### src/rtl/fetch_arb_pkg.sv
// Shared definitions for the instruction-fetch arbiter.
//   - Default sizing for wavefront slots, ID width and outstanding icache requests.
//   - Arbitration mode encodings driven on arb_mode.
package fetch_arb_pkg;

  localparam int unsigned NUM_WF_DEF          = 40;
  localparam int unsigned WF_ID_W_DEF         = 6;
  localparam int unsigned MAX_OUTSTANDING_DEF = 31;

  localparam logic ARB_RR    = 1'b0;
  localparam logic ARB_FIXED = 1'b1;

endpackage

### src/rtl/rr_prio_enc.sv
// Rotating priority encoder.
//   req_i    : request vector, bit k = requester k
//   start_i  : highest-priority index; search runs upward from here and wraps to 0
//   gnt_id_o : index of the selected requester (0 when nothing requests)
//   valid_o  : at least one request is set
// With start_i = 0 this degenerates to a plain lowest-index-wins encoder.
module rr_prio_enc #(
  parameter int unsigned N    = 40,
  parameter int unsigned ID_W = 6
) (
  input  logic [N-1:0]    req_i,
  input  logic [ID_W-1:0] start_i,
  output logic [ID_W-1:0] gnt_id_o,
  output logic            valid_o
);

  logic [ID_W-1:0] hi_id;
  logic [ID_W-1:0] lo_id;
  logic            hi_valid;

  // Two lowest-index searches: one restricted to indices >= start_i, one over
  // everything. The restricted hit wins; otherwise the search has wrapped.
  always_comb begin
    hi_id    = '0;
    lo_id    = '0;
    hi_valid = 1'b0;
    for (int i = N - 1; i >= 0; i--) begin
      if (req_i[i]) begin
        lo_id = ID_W'(i);
        if (ID_W'(i) >= start_i) begin
          hi_id    = ID_W'(i);
          hi_valid = 1'b1;
        end
      end
    end
  end

  assign gnt_id_o = hi_valid ? hi_id : lo_id;
  assign valid_o  = |req_i;

endmodule

### src/rtl/fetch_arbiter_rr.sv
// Instruction-fetch arbiter between per-wavefront instruction buffers and the icache.
//   clk             : clock, all state on the rising edge
//   rst             : asynchronous active-low reset
//   queue_vfull     : bit k set -> wavefront k instruction buffer full
//   vacant          : bit k set -> slot k holds no wavefront
//   arb_mode        : ARB_RR rotating round-robin, ARB_FIXED lowest ID wins
//   fetch_ready     : icache accepts a request this cycle
//   icache_ack      : one fetch returned, tagged with icache_ack_wfid
//   fetch_valid     : request presented (combinational)
//   pc_select       : selected wavefront, meaningful only with fetch_valid
//   credits         : free icache request credits
//   ack_err         : sticky flag for acks that match no outstanding request
module fetch_arbiter_rr
  import fetch_arb_pkg::*;
#(
  parameter int unsigned NUM_WF          = NUM_WF_DEF,
  parameter int unsigned WF_ID_W         = WF_ID_W_DEF,
  parameter int unsigned MAX_OUTSTANDING = MAX_OUTSTANDING_DEF,
  parameter int unsigned CRED_W          = $clog2(MAX_OUTSTANDING + 1)
) (
  input  logic               clk,
  input  logic               rst,
  input  logic [NUM_WF-1:0]  queue_vfull,
  input  logic [NUM_WF-1:0]  vacant,
  input  logic               arb_mode,
  input  logic               fetch_ready,
  input  logic               icache_ack,
  input  logic [WF_ID_W-1:0] icache_ack_wfid,
  output logic               fetch_valid,
  output logic [WF_ID_W-1:0] pc_select,
  output logic [CRED_W-1:0]  credits,
  output logic               ack_err
);

  logic [NUM_WF-1:0]  pending_q, pending_d;
  logic [CRED_W-1:0]  credits_q, credits_d;
  logic [WF_ID_W-1:0] ptr_q, ptr_d;
  logic               ack_err_q, ack_err_d;

  logic [NUM_WF-1:0]  eligible;
  logic [WF_ID_W-1:0] start_idx;
  logic [WF_ID_W-1:0] sel_id;
  logic               any_elig;
  logic               grant;
  logic               ack_ok;
  logic [NUM_WF-1:0]  gnt_vec;
  logic [NUM_WF-1:0]  ack_vec;

  assign eligible  = ~queue_vfull & ~vacant & ~pending_q;
  // Fixed priority is the rotating search anchored at slot 0.
  assign start_idx = (arb_mode == ARB_FIXED) ? '0 : ptr_q;

  rr_prio_enc #(
    .N    (NUM_WF),
    .ID_W (WF_ID_W)
  ) u_enc (
    .req_i    (eligible),
    .start_i  (start_idx),
    .gnt_id_o (sel_id),
    .valid_o  (any_elig)
  );

  assign fetch_valid = (credits_q != '0) && any_elig;
  assign pc_select   = sel_id;
  assign grant       = fetch_valid && fetch_ready;

  // One-hot decodes of the granted and acknowledged slots. An out-of-range
  // ack ID decodes to all zeros and therefore never matches a pending bit.
  always_comb begin
    gnt_vec = '0;
    ack_vec = '0;
    for (int k = 0; k < NUM_WF; k++) begin
      gnt_vec[k] = grant && (sel_id == WF_ID_W'(k));
      ack_vec[k] = icache_ack && (icache_ack_wfid == WF_ID_W'(k));
    end
  end

  assign ack_ok = (|(ack_vec & pending_q)) && (credits_q < CRED_W'(MAX_OUTSTANDING));

  always_comb begin
    pending_d = pending_q | gnt_vec;
    if (ack_ok) begin
      pending_d = pending_d & ~ack_vec;
    end

    credits_d = credits_q;
    unique case ({grant, ack_ok})
      2'b10:   credits_d = credits_q - CRED_W'(1);
      2'b01:   credits_d = credits_q + CRED_W'(1);
      default: credits_d = credits_q;
    endcase

    ptr_d = ptr_q;
    if (grant) begin
      ptr_d = (sel_id == WF_ID_W'(NUM_WF - 1)) ? '0 : sel_id + WF_ID_W'(1);
    end

    ack_err_d = ack_err_q | (icache_ack && !ack_ok);
  end

  always_ff @(posedge clk or negedge rst) begin
    if (!rst) begin
      pending_q <= '0;
      credits_q <= CRED_W'(MAX_OUTSTANDING);
      ptr_q     <= '0;
      ack_err_q <= 1'b0;
    end else begin
      pending_q <= pending_d;
      credits_q <= credits_d;
      ptr_q     <= ptr_d;
      ack_err_q <= ack_err_d;
    end
  end

  assign credits = credits_q;
  assign ack_err = ack_err_q;

endmodule

### config.mk
export PLATFORM = sky130hd
export DESIGN_NAME = fetch_arbiter_rr
export DESIGN_NICKNAME = d
export VERILOG_FILES = /design/src/rtl/fetch_arb_pkg.sv /design/src/rtl/rr_prio_enc.sv /design/src/rtl/fetch_arbiter_rr.sv
export SDC_FILE = /design/constraint.sdc
export NUM_CORES = 1
export LEC_CHECK = 0
export ABC_CLOCK_PERIOD_IN_PS = 10200
export BUFFER_PORTS_ARGS = -buffer_cell sky130_fd_sc_hd__buf_4
export CAP_MARGIN = 20
export CORE_MARGIN = 1.5
export CORE_UTILIZATION = 30
export CTS_CLUSTER_DIAMETER = 30
export DETAILED_ROUTE_END_ITERATION = 6
export REMOVE_ABC_BUFFERS = 1
export SYNTH_ARGS = -nofsm -noshare
export SYNTH_HDL_FRONTEND = slang
export SYNTH_SLANG_ARGS = --single-unit
### constraint.sdc
create_clock -name clk -period 10.2 [get_ports clk]
set_input_delay 0.51 -clock clk [delete_from_list [all_inputs] [get_ports clk]]
set_output_delay 0.51 -clock clk [all_outputs]
set_load 0.005 [all_outputs]
==> After elaboration in Yosys (flattened, before gate mapping) <==
Index checks and enable logic that the tools add are counted.
{ "word_totals": {"register_bits": 52, "in_bits": 91, "output_inout_bits": 13, "wordCells": 434} }
{ "op_classes": {"n_eq_ne": 80, "reduce_logical": 91, "add_sub_neg": 3, "mux": 205, "n_bitwise": 10, "n_lt_le_gt_ge": 41} }
{ "op_table": {"columns": ["operator", "count"], "rows": [
  ["6-bit 2-to-1 mux", 123],
  ["6-bit by 5-bit equality test with 1-bit output, second input constant", 32],
  ["40-bit AND", 4],
  ["40-bit NOT", 4],
  ["6-bit by 4-bit equality test with 1-bit output, second input constant", 16],
  ["6-bit equality test, second input constant", 16],
  ["5-bit by 6-bit >= comparator with 1-bit output, first input constant", 16],
  ["1-bit logical AND", 84],
  ["1-bit 2-to-1 mux", 80],
  ["40-bit OR reduction", 2],
  ["6-bit by 3-bit equality test with 1-bit output, second input constant", 8],
  ["4-bit by 6-bit >= comparator with 1-bit output, first input constant", 8],
  ["6-bit >= comparator, first input constant", 8],
  ["40-bit 2-to-1 mux", 1],
  ["40-bit bitwise OR", 1],
  ["6-bit by 2-bit equality test with 1-bit output, second input constant", 4],
  ["3-bit by 6-bit >= comparator with 1-bit output, first input constant", 4],
  ["6-bit by 1-bit equality test with 1-bit output, second input constant", 2],
  ["1-bit by 6-bit >= comparator with 1-bit output, first input constant", 2],
  ["2-bit by 6-bit >= comparator with 1-bit output, first input constant", 2],
  ["6-bit zero test", 2],
  ["5-bit case mux with 2 select lines", 1],
  ["6-bit by 1-bit adder with 6-bit output, second input constant", 1],
  ["5-bit by 1-bit adder with 5-bit output, second input constant", 1],
  ["other kinds (8)", 8]
]} }

==> Depth between registers and ports, before layout <==
Gate-level depths: netlist of the first run.
{ "depth": {"ltp_word": 88, "mapped_depth": 18, "ltp_nobuf": 17} }

==> Hierarchy <==
From an unflattened synthesis of the first run, not the netlist that was laid out.
{ "hier_totals": {"hier_cells": 667, "area_unflattened_um2": 5138.7} }
{ "modules_own_cells": {"columns": ["mod", "cells_each", "seq_area_each_um2", "n_inst", "area_per_inst_um2"], "rows": [
  ["fetch_arbiter_rr", 382, 1307.5, 1, 3457.1],
  ["rr_prio_enc", 285, 0.0, 1, 1681.6]
]} }

==> Worst setup path after synthesis of the first run <==
OpenSTA, ideal clock, no wires.
{ "synth_path": {"path_kind": "input-to-reg", "startpoint": "input port queue_vfull[16]", "endpoint": "register credits_q[4], in the netlist credits[4]", "path_buffers": 2, "arrival_ns": 3.378, "setup_ns": 0.083, "slack_ns": 6.739, "t_required_ns": 10.117, "path_stages": 16, "path_cell_list": "nor3_1 -> or4_4 -> nor4_4 -> a31oi_1 -> and2_1 -> buf_2 -> clkinv_2 -> buf_4 -> ha_1 -> inv_1 -> fa_1 -> a21o_1 -> a21oi_1 -> xnor2_1 -> nor2_1 -> xor2_1"} }
{ "synth_via": {"elab_chain_len": 8, "word_cells_on_any_way": 10, "classes_between": "2 x eq/ne; 1 x mux; 3 x bitwise; 4 x reduce/logical"} }
{ "synth_lines": {"columns": ["item", "line_no", "text"], "rows": [
  ["from (decl)", "fetch_arbiter_rr.sv:23", "input logic [NUM_WF-1:0] queue_vfull,"],
  ["40-bit NOT (*)", "fetch_arbiter_rr.sv:49", "assign eligible = ~queue_vfull & ~vacant & ~pending_q;"],
  ["40-bit AND (*) (2 in a row)", "fetch_arbiter_rr.sv:49", null],
  ["40-bit OR reduction (*)", "rr_prio_enc.sv:39", "assign valid_o = |req_i;"],
  ["1-bit logical AND (*)", "fetch_arbiter_rr.sv:63", "assign fetch_valid = (credits_q != '0) && any_elig;"],
  ["via fetch_valid", "fetch_arbiter_rr.sv:29", "output logic fetch_valid,"],
  ["1-bit logical AND (*)", "fetch_arbiter_rr.sv:65", "assign grant = fetch_valid && fetch_ready;"],
  ["2-bit by 1-bit equality test with 1-bit output / 2-bit equality test (equally long branches)", "fetch_arbiter_rr.sv:87", "unique case ({grant, ack_ok})"],
  ["5-bit case mux with 2 select lines / 2-bit nonzero test (equally long branches)", null, null],
  ["to (signal assigned)", "fetch_arbiter_rr.sv:104", "credits_q <= CRED_W'(MAX_OUTSTANDING);"],
  ["to (signal assigned)", "fetch_arbiter_rr.sv:109", "credits_q <= credits_d;"],
  ["to (decl)", "fetch_arbiter_rr.sv:36", "logic [CRED_W-1:0] credits_q, credits_d;"]
]} }
Mark *: on every way through the listed nets, which the timed path passes. The rest lies on a longest branch.
A chain may end at the register's enable or synchronous reset.

==> Worst setup path in the final report of the first run <==
{ "layout_path": {"startpoint": "register ptr_q[5]", "endpoint": "register pending_q[31]"} }
{ "layout_via": {"elab_chain_len": 88, "word_cells_on_any_way": 207, "classes_between": "40 x order compare; 1 x eq/ne; 163 x mux; 2 x bitwise; 1 x reduce/logical"} }
{ "layout_lines": {"columns": ["item", "line_no", "text"], "rows": [
  ["from (decl)", "fetch_arbiter_rr.sv:37", "logic [WF_ID_W-1:0] ptr_q, ptr_d;"],
  ["from (signal assigned)", "fetch_arbiter_rr.sv:110", "ptr_q <= ptr_d;"],
  ["6-bit 2-to-1 mux (*)", "fetch_arbiter_rr.sv:51", "assign start_idx = (arb_mode == ARB_FIXED) ? '0 : ptr_q;"],
  ["6-bit >= comparator", "rr_prio_enc.sv:30", "if (ID_W'(i) >= start_i) begin"],
  ["6-bit 2-to-1 mux / 1-bit 2-to-1 mux (equally long branches)", "rr_prio_enc.sv:30", null],
  ["6-bit 2-to-1 mux / 1-bit 2-to-1 mux (equally long branches)", "rr_prio_enc.sv:28", "if (req_i[i]) begin"],
  ["6-bit 2-to-1 mux / 1-bit 2-to-1 mux (equally long branches)", "rr_prio_enc.sv:30", null],
  ["6-bit 2-to-1 mux / 1-bit 2-to-1 mux (equally long branches)", "rr_prio_enc.sv:28", null],
  ["6-bit 2-to-1 mux / 1-bit 2-to-1 mux (equally long branches)", "rr_prio_enc.sv:30", null],
  ["6-bit 2-to-1 mux / 1-bit 2-to-1 mux (equally long branches)", "rr_prio_enc.sv:28", null],
  ["[... 73 more ...]", null, null],
  ["6-bit 2-to-1 mux / 1-bit 2-to-1 mux (equally long branches)", "rr_prio_enc.sv:28", null],
  ["6-bit 2-to-1 mux (*)", "rr_prio_enc.sv:38", "assign gnt_id_o = hi_valid ? hi_id : lo_id;"],
  ["6-bit by 5-bit equality test with 1-bit output (*)", "fetch_arbiter_rr.sv:73", "gnt_vec[k] = grant && (sel_id == WF_ID_W'(k));"],
  ["1-bit logical AND (*)", "fetch_arbiter_rr.sv:73", null],
  ["40-bit bitwise OR (*)", "fetch_arbiter_rr.sv:81", "pending_d = pending_q | gnt_vec;"],
  ["40-bit AND", "fetch_arbiter_rr.sv:83", "pending_d = pending_d & ~ack_vec;"],
  ["40-bit 2-to-1 mux (*)", "fetch_arbiter_rr.sv:82", "if (ack_ok) begin"],
  ["via pending_d[31]", "fetch_arbiter_rr.sv:35", "logic [NUM_WF-1:0] pending_q, pending_d;"],
  ["to (signal assigned)", "fetch_arbiter_rr.sv:108", "pending_q <= pending_d;"],
  ["to (decl)", "fetch_arbiter_rr.sv:35", null]
]} }
Marks and branches as above.

==> impl_results.md, run 1 <==
* Outcome: finished clean
* DIE WIDTH at 135 um
* Period utilisation layout at 0.463
* Total Routing Usage GR at 0.238
* Met1 wire length at 8420 um
* CP startpoint kind: flop
* # resized after CTS at 0
* R2R Setup Slk at 5.48 ns
* Design area at 6280 sq um
* Layout area overhead at 19.5%
* Largest delay share family, worst path: compound AO/OA/AOI/OAI gates
* Clk sinks at 52
* Number of cells on the worst reg-to-reg path at 10
* TritonRoute pass-1 iters at 6
* Total negative slack at 0 ns
* # hold bufs at CTS at 0
* CP cell instances: nor2b_1 > a31oi_1 > o41a_1 > and2b_1 > nand4b_4 > o311ai_1 > ha_1 > and3_1 > a21oi_1 > a21oi_1
* Pwr Density at 254 nW/um^2
* Primary FF master, synth: dfrtp_1
* Row count at 48
* WL per Instance at 23.2 um
* Largest net degree at the start of global routing at 53
* Clk_skew at 0.00919 ns
* Setup violations, final at 0
* Reg2reg start: ptr_q[5]$_DFFE_PN0P_
* Worst R2R End: pending_q[31]$_DFF_PN0_
* H-tree depth at 2
* IR drop worst, VDD at 0.000133 V
* Core Area at 17,200 sq um
* Post-layout min period at 4.72 ns
* Routed vias/inst at 6.42
* Critical-path top delay cell: o311ai_1
* Max incr delay on CP at 0.89 ns
* RSZ-0062 raised after global routing: false
* Initial antenna violation count at 0
* I/O Pins at 104
* Required @ worst endpoint at 10.41 ns
* Grt total ovfl at 0
* Max Slew Vio Count at 0
* ANT nets after route at 0
* Met2 WL at 10,800 um
* Sequential share of the synthesized area at 0.249
* Syn Area/Cell at 8.02 sq um
* Max Clock Freq at 212 MHz
* Worst-path clk slew at 0.07 ns
* Detailed-placement wirelength estimate at 17,300 um
* Post-synth EDFFs at 0
* Vias at 6,129
* First-pass GRT wire length at 33,400 um
* Cell variety after synth at 96
* Final wirelength at 22,100 um
* Layout cells sized above 1 at 0.227
* DRC viols at 0
* Max_cap viols at 0
* Total die area at 18,300 sq um
* Uppermost routed layer: met4
* GP Congestion at 0.962
* Final hold vios at 0
* Cells after synthesis at 655
* Relative slew slack at 0.290
* Placed cell area at 6090 sq um
* FF+latch count, synth at 52
* Leak pwr at 2.48 nW
* Area of the multi-input gates at 3680 sq um
* Initial drt markers at 1,010
* Clock buffer count from CTS at 5
* Setup crit end kind: flop
* Pre-CTS setup slack at 5.55 ns
* Register area at 1310 sq um
* Initial Util at 0.306
* Port bufs at 103
* Crit path DAT at 4.93 ns
* Worst Hold Class: in -> async
* Die Span Y at 135 um
* Number of antenna diodes at 0
* Fillers at 1,838
* Setup bufs post-CTS at 0
* Later-pin clock latency in the skew report at 0.30 ns
* CP dominant cell by count: a21oi_1
* Root Driver: clkbuf_16
* Netlist Area Pre-Place at 5250 sq um
* Crit Path Category: reg -> reg
* WP buf/inv at 0
* Vias in the first global route at 5,805
* Met3 Routed Length at 1940 um
* Yosys warnings at 0
* Worst-path fanout max at 22
* Bufs on Longest Clock Path at 2
* Nets@finish at 829
* Worst Tran Pin Value at 1.05 ns
* CTS tree: done
* Asr flop ratio synth at 1.00
* Worst setup margin at 5.48 ns
[worst max path at each step]
stage	startpoint	endpoint	slack (ns)	cells after the start
2_1_floorplan	ptr_q[5]$_DFFE_PN0P_	ptr_q[0]$_DFFE_PN0P_	6.70	10
6_report	ptr_q[5]$_DFFE_PN0P_	pending_q[31]$_DFF_PN0_	5.48	10
3_5_place_dp	ptr_q[5]$_DFFE_PN0P_	pending_q[23]$_DFF_PN0_	5.55	10
4_1_cts	ptr_q[5]$_DFFE_PN0P_	pending_q[23]$_DFF_PN0_	5.53	10
3_3_place_gp	ptr_q[5]$_DFFE_PN0P_	pending_q[31]$_DFF_PN0_	5.51	10
5_1_grt	ptr_q[5]$_DFFE_PN0P_	pending_q[31]$_DFF_PN0_	5.20	10
[cells in the mapped netlist, drive strengths merged (7+ instances only)]
cell type,number,area (sq um)
a211oi,14,123
a21o,8,60.1
a21oi,76,392
a31oi,43,269
and2,8,52.6
and3,7,43.8
buf,27,178
clkbuf,10,37.5
dfrtp,47,1180
ha,8,100
inv,12,45.0
nand2,31,116
nand2b,10,62.6
nand3,7,35.0
nand3b,7,65.1
nand4,10,68.8
nor2,50,228
nor2b,9,58.8
nor3,44,246
nor4,7,58.8
o211ai,15,118
o21a,7,52.6
o21ai,35,175
or3,40,250
[sequential cells by signal (all words and copies together) (netlist names)]
signal	cells
pending_q	40
ptr_q	6
credits	5
ack_err	1
[per-stage QoR]
stage               utilization  hold slack (ns)  instances  power [mW]
floorplan                     -            0.214        618       0.992
global placement          0.355            0.453        946        1.36
detailed placement        0.355            0.452        946        1.36
CTS                       0.365            0.289        954        1.56
global route              0.366            0.309        955        1.67
finish                    0.366            0.253        955        1.59
[cells by family after synthesis]
group                    share of synthesized area
AO/OA/AOI/OAI                                0.357
XOR/XNOR                                    0.0100
adder cells (fa/ha/maj)                     0.0229
buffers and inverters                       0.0505
flip-flops                                   0.249
multiplexers                                0.0148
AND/OR/NAND/NOR                              0.296
[placed cells by master (no fill, tap or decap), types with 7 or more instances in the layout]
| master | count |
|---|---|
| or3_1 | 40 |
| inv_1 | 8 |
| and3_1 | 7 |
| nand2b_1 | 10 |
| dfrtp_1 | 47 |
| nand2_1 | 31 |
| nand3_1 | 7 |
| a31oi_1 | 43 |
| o211ai_1 | 14 |
| a211oi_1 | 12 |
| nand4_1 | 9 |
| o21a_1 | 7 |
| and2_1 | 7 |
| nor2_1 | 44 |
| a21oi_1 | 73 |
| nor3_1 | 40 |
| nor2b_1 | 8 |
| a21o_1 | 8 |
| o21ai_0 | 31 |
| buf_4 | 104 |
| ha_1 | 8 |
[area by class of cell]
type / count / share of cell area
Clock buffer: 6 / 0.0221
Clock inverter: 2 / 0.00618
Inverter: 13 / 0.00797
Multi-Input combinational cell: 553 / 0.586
Sequential cell: 52 / 0.208
Tap cell: 225 / 0.0448
Timing Repair Buffer: 104 / 0.124
[worst register-to-register path: stages (launching register included)]
cell and delay, ns:
dfrtp_1 0.88, nor2b_1 0.56, a31oi_1 0.22, o41a_1 0.46, and2b_1 0.29, nand4b_4 0.16
o311ai_1 0.89, ha_1 0.57, and3_1 0.31, a21oi_1 0.09, a21oi_1 0.19
[metal layers]
layer,track usage,vias to the layer above
met3,0.0314,73
met2,0.404,429
li1,-,2742
met4,0.111,0
met5,0,-
met1,0.300,2885
[power by group]
group / switching (mW) / internal (mW) / leakage [nW]
registers: 0.180 / 0.292 / 0.630
clock network: 0.0786 / 0.123 / 0.0871
logic: 0.563 / 0.358 / 1.76
(Power assumes the default switching activity.)
==> run 2: changes to the inputs <==
ABC_AREA = 1   (was not set)
ABC_CLOCK_PERIOD_IN_PS = 4200   (was 10200)
clock period = 4.2 ns   (was 10.2 ns; I/O delays follow)
==> impl_results.md, run 2 <==
* Total negative slack at 0 ns (unchanged)
* First-pass GRT wire length at 29,100 um (was 33,400 um)
* Clk sinks at 52 (unchanged)
* Layout area overhead at 36.1% (was 19.5%)
* Period utilisation layout at 0.915 (was 0.463)
* Design area at 6530 sq um (was 6280 sq um)
* Max incr delay on CP at 0.45 ns (was 0.89 ns)
* Synth top area cells: dfrtp_1 (25%), nand2_1 (16%), nor2_1 (12%) (was dfrtp_1 (22%), a21oi_1 (7.0%), a31oi_1 (5.1%))
* Clock buffer count from CTS at 5 (unchanged)
* Root Driver: clkbuf_16 (unchanged)
* Final cell count without fillers at 1,166 (was 955)
* CTS tree: done (unchanged)
* Post-Place Cells at 1,142 (was 946)
* Row count at 46 (was 48)
* Post-synth EDFFs at 0 (unchanged)
* Vias at 5,904 (was 6,129)
* Max FFs per register at 40 (unchanged)
* GP Congestion at 0.965 (was 0.962)
* Core Area at 15,800 sq um (was 17,200 sq um)
* CP dominant cell by count: inv_2 (was a21oi_1)
* Post-layout min period at 3.84 ns (was 4.72 ns)
* Cell with the most instances after synthesis: nand2_1 (was a21oi_1)
* Layout cells sized above 1 at 0.240 (was 0.227)
* Asr flop ratio synth at 1.00 (unchanged)
* Commonest non-fill, non-tap cell in the layout: nand2_1 (was buf_4)
* Pre-CTS setup slack at 0.294 ns (was 5.55 ns)
* Max_cap viols at 0 (unchanged)
* Worst Hold Class: in -> reg (was in -> async)
* Sequential power share at 0.260 (was 0.296)
* Number of antenna diodes at 0 (unchanged)
* Routed vias/inst at 5.06 (was 6.42)
* Initial Util at 0.304 (was 0.306)
* Crit path DAT at 4.04 ns (was 4.93 ns)
* ANT nets after route at 0 (unchanged)
* TritonRoute pass-1 iters at 5 (was 6)
* Int Pwr at 1.84 mW (was 0.773 mW)
* Total power draw at 3.76 mW (was 1.59 mW)
* Sw Ratio at 0.511 (was 0.515)
* DIE WIDTH at 129 um (was 135 um)
* Comb pwr share at 0.625 (was 0.578)
* FF+latch count, synth at 52 (unchanged)
* Setup violations, final at 0 (unchanged)
* Sequential share of the synthesized area at 0.273 (was 0.249)
* Netlist Area Pre-Place at 4800 sq um (was 5250 sq um)
* Required @ worst endpoint at 4.40 ns (was 10.41 ns)
* Primary FF master, synth: dfrtp_1 (unchanged)
* CP startpoint kind: flop (unchanged)
* Psw at 1.92 mW (was 0.821 mW)
* IR drop worst, VDD at 0.000280 V (was 0.000133 V)
* Port bufs at 103 (unchanged)
* Worst setup margin at 0.358 ns (was 5.48 ns)
* Nets@finish at 1,049 (was 829)
* Total Routing Usage GR at 0.227 (was 0.238)
* Syn Area/Cell at 5.96 sq um (was 8.02 sq um)
* Worst-path fanout max at 9 (was 22)
* Max Slew Vio Count at 0 (unchanged)
* Total die area at 16,800 sq um (was 18,300 sq um)
* Yosys warnings at 0 (unchanged)
* Clock share of power at 0.115 (was 0.127)
* Worst-path clk slew at 0.08 ns (was 0.07 ns)
* Leak pwr at 3.22 nW (was 2.48 nW)
* Relative slew slack at 0.538 (was 0.290)
* Detailed-placement wirelength estimate at 15,600 um (was 17,300 um)
* DRC viols at 0 (unchanged)
* Later-pin clock latency in the skew report at 0.30 ns (about the same)
* Placed cell area at 6000 sq um (was 6090 sq um)
* Synth top area share at 0.245 (was 0.224)
* WP buf/inv at 10 (was 0)
* Critical-path top delay cell: dfrtp_2 (was o311ai_1)
* Clk_skew at 0.00944 ns (was 0.00919 ns)
* Post-synth top cells: nand2_1 (207), nor2_1 (159), inv_1 (128) (was a21oi_1 (73), dfrtp_1 (47), nor2_1 (44))
* Crit Path Category: reg -> reg (unchanged)
* I/O Pins at 104 (unchanged)
* Pwr Density at 576 nW/um^2 (was 254 nW/um^2)
* H-tree depth at 2 (unchanged)
* Final wirelength at 19,200 um (was 22,100 um)
* Commonest cells after routing, fill and taps aside: nand2_1 (201), buf_4 (139), nor2_1 (138) (was buf_4 (104), a21oi_1 (73), dfrtp_1 (47))
* Vias in the first global route at 5,384 (was 5,805)
* WL per Instance at 16.5 um (was 23.2 um)
* Initial drt markers at 483 (was 1,010)
* Biggest area consumer among synthesized cells: dfrtp_1 (unchanged)
* Final hold vios at 0 (unchanged)
* Largest delay share family, worst path: simple AND/OR/NAND/NOR gates (was compound AO/OA/AOI/OAI gates)
* Largest net degree at the start of global routing at 53 (unchanged)
* Cell variety after synth at 42 (was 96)
* Worst Tran Pin Value at 0.693 ns (was 1.05 ns)
* Largest register by flop count: pending_q (unchanged)
* Bufs on Longest Clock Path at 2 (unchanged)
* Cells after synthesis at 805 (was 655)
* RSZ-0062 raised after global routing: true (was false)
* Max Clock Freq at 260 MHz (was 212 MHz)
* Die Span Y at 129 um (was 135 um)
* Setup crit end kind: flop (unchanged)
* Grt total ovfl at 0 (unchanged)
* Outcome: finished clean (unchanged)
* Initial antenna violation count at 0 (unchanged)
run 2: final timing paths:
path                       depth (start not counted)            startpoint  slack (ns)                      to
max in group asynchronous                          2                   rst        3.20    ptr_q[3]$_DFFE_PN0P_
setup / recovery                                  27  ptr_q[5]$_DFFE_PN0P_        0.36    ptr_q[1]$_DFFE_PN0P_
setup reg to reg                                  27  ptr_q[5]$_DFFE_PN0P_        0.36    ptr_q[1]$_DFFE_PN0P_
hold / removal                                     3            icache_ack        0.22       ack_err$_DFF_PN0_
hold reg to reg                                    1     ack_err$_DFF_PN0_        0.48       ack_err$_DFF_PN0_
min in group asynchronous                          2                   rst        0.50  pending_q[5]$_DFF_PN0_
run 2: per-stage QoR:
stage | hold WS [ns] | util
4_1_cts | 0.225 | 0.391
3_5_place_dp | 0.299 | 0.380
6_report | 0.224 | 0.414
3_3_place_gp | 0.303 | 0.380
2_1_floorplan | -0.0856 | -
5_1_grt | 0.248 | 0.414
run 2: cells by family after synthesis:
family	count (synthesis)	share of synthesized area
xor+xnor	4	0.00731
compound gates	137	0.185
flops	52	0.273
buf+inv	138	0.108
simple gates	465	0.402
fa+ha+maj	9	0.0250
run 2: metal layers:
layer	global-route usage	wire [um]	up-vias	share of wire
li1	-	-	2903	-
met5	0	0	-	0
met2	0.366	8460	317	0.44
met1	0.313	8450	2656	0.44
met3	0.0491	1820	28	0.095
met4	0.0523	486	0	0.025
run 2: tightest hold or removal path, delay by kind of cell:
kind | cells | cell delay (ns)
AOI/OAI and AO/OA | 1 | 0.14
buffers and inverters | 2 | 0.13
run 2: power by group through the flow:
stage | registers (mW) | logic, mW | clock network (mW)
6_report | 0.976 | 2.35 | 0.433
5_1_grt | 1.00 | 2.60 | 0.449
4_1_cts | 0.960 | 1.98 | 0.435
3_5_place_dp | 0.969 | 1.97 | 0
3_3_place_gp | 0.968 | 1.98 | 0
2_1_floorplan | 0.860 | 1.29 | 0
run 2: repair_timing:
item                                    in CTS  in global routing
buffers inserted                             0                 15
hold buffers                                 1                  0
endpoints found under the setup margin       0                 46
endpoints found under the hold margin       47                  0
gates resized for setup                      0                 72
run 2: layout make-up:
type | count | area [sq um]
well taps | 216 | 270
clock buffers | 5 | 125
repair buffers | 143 | 1090
fillers | 1736 | 9240
multi-input cells | 615 | 3200
flip-flops and latches | 52 | 1310
inverters | 132 | 502
clock inverters | 3 | 27.5
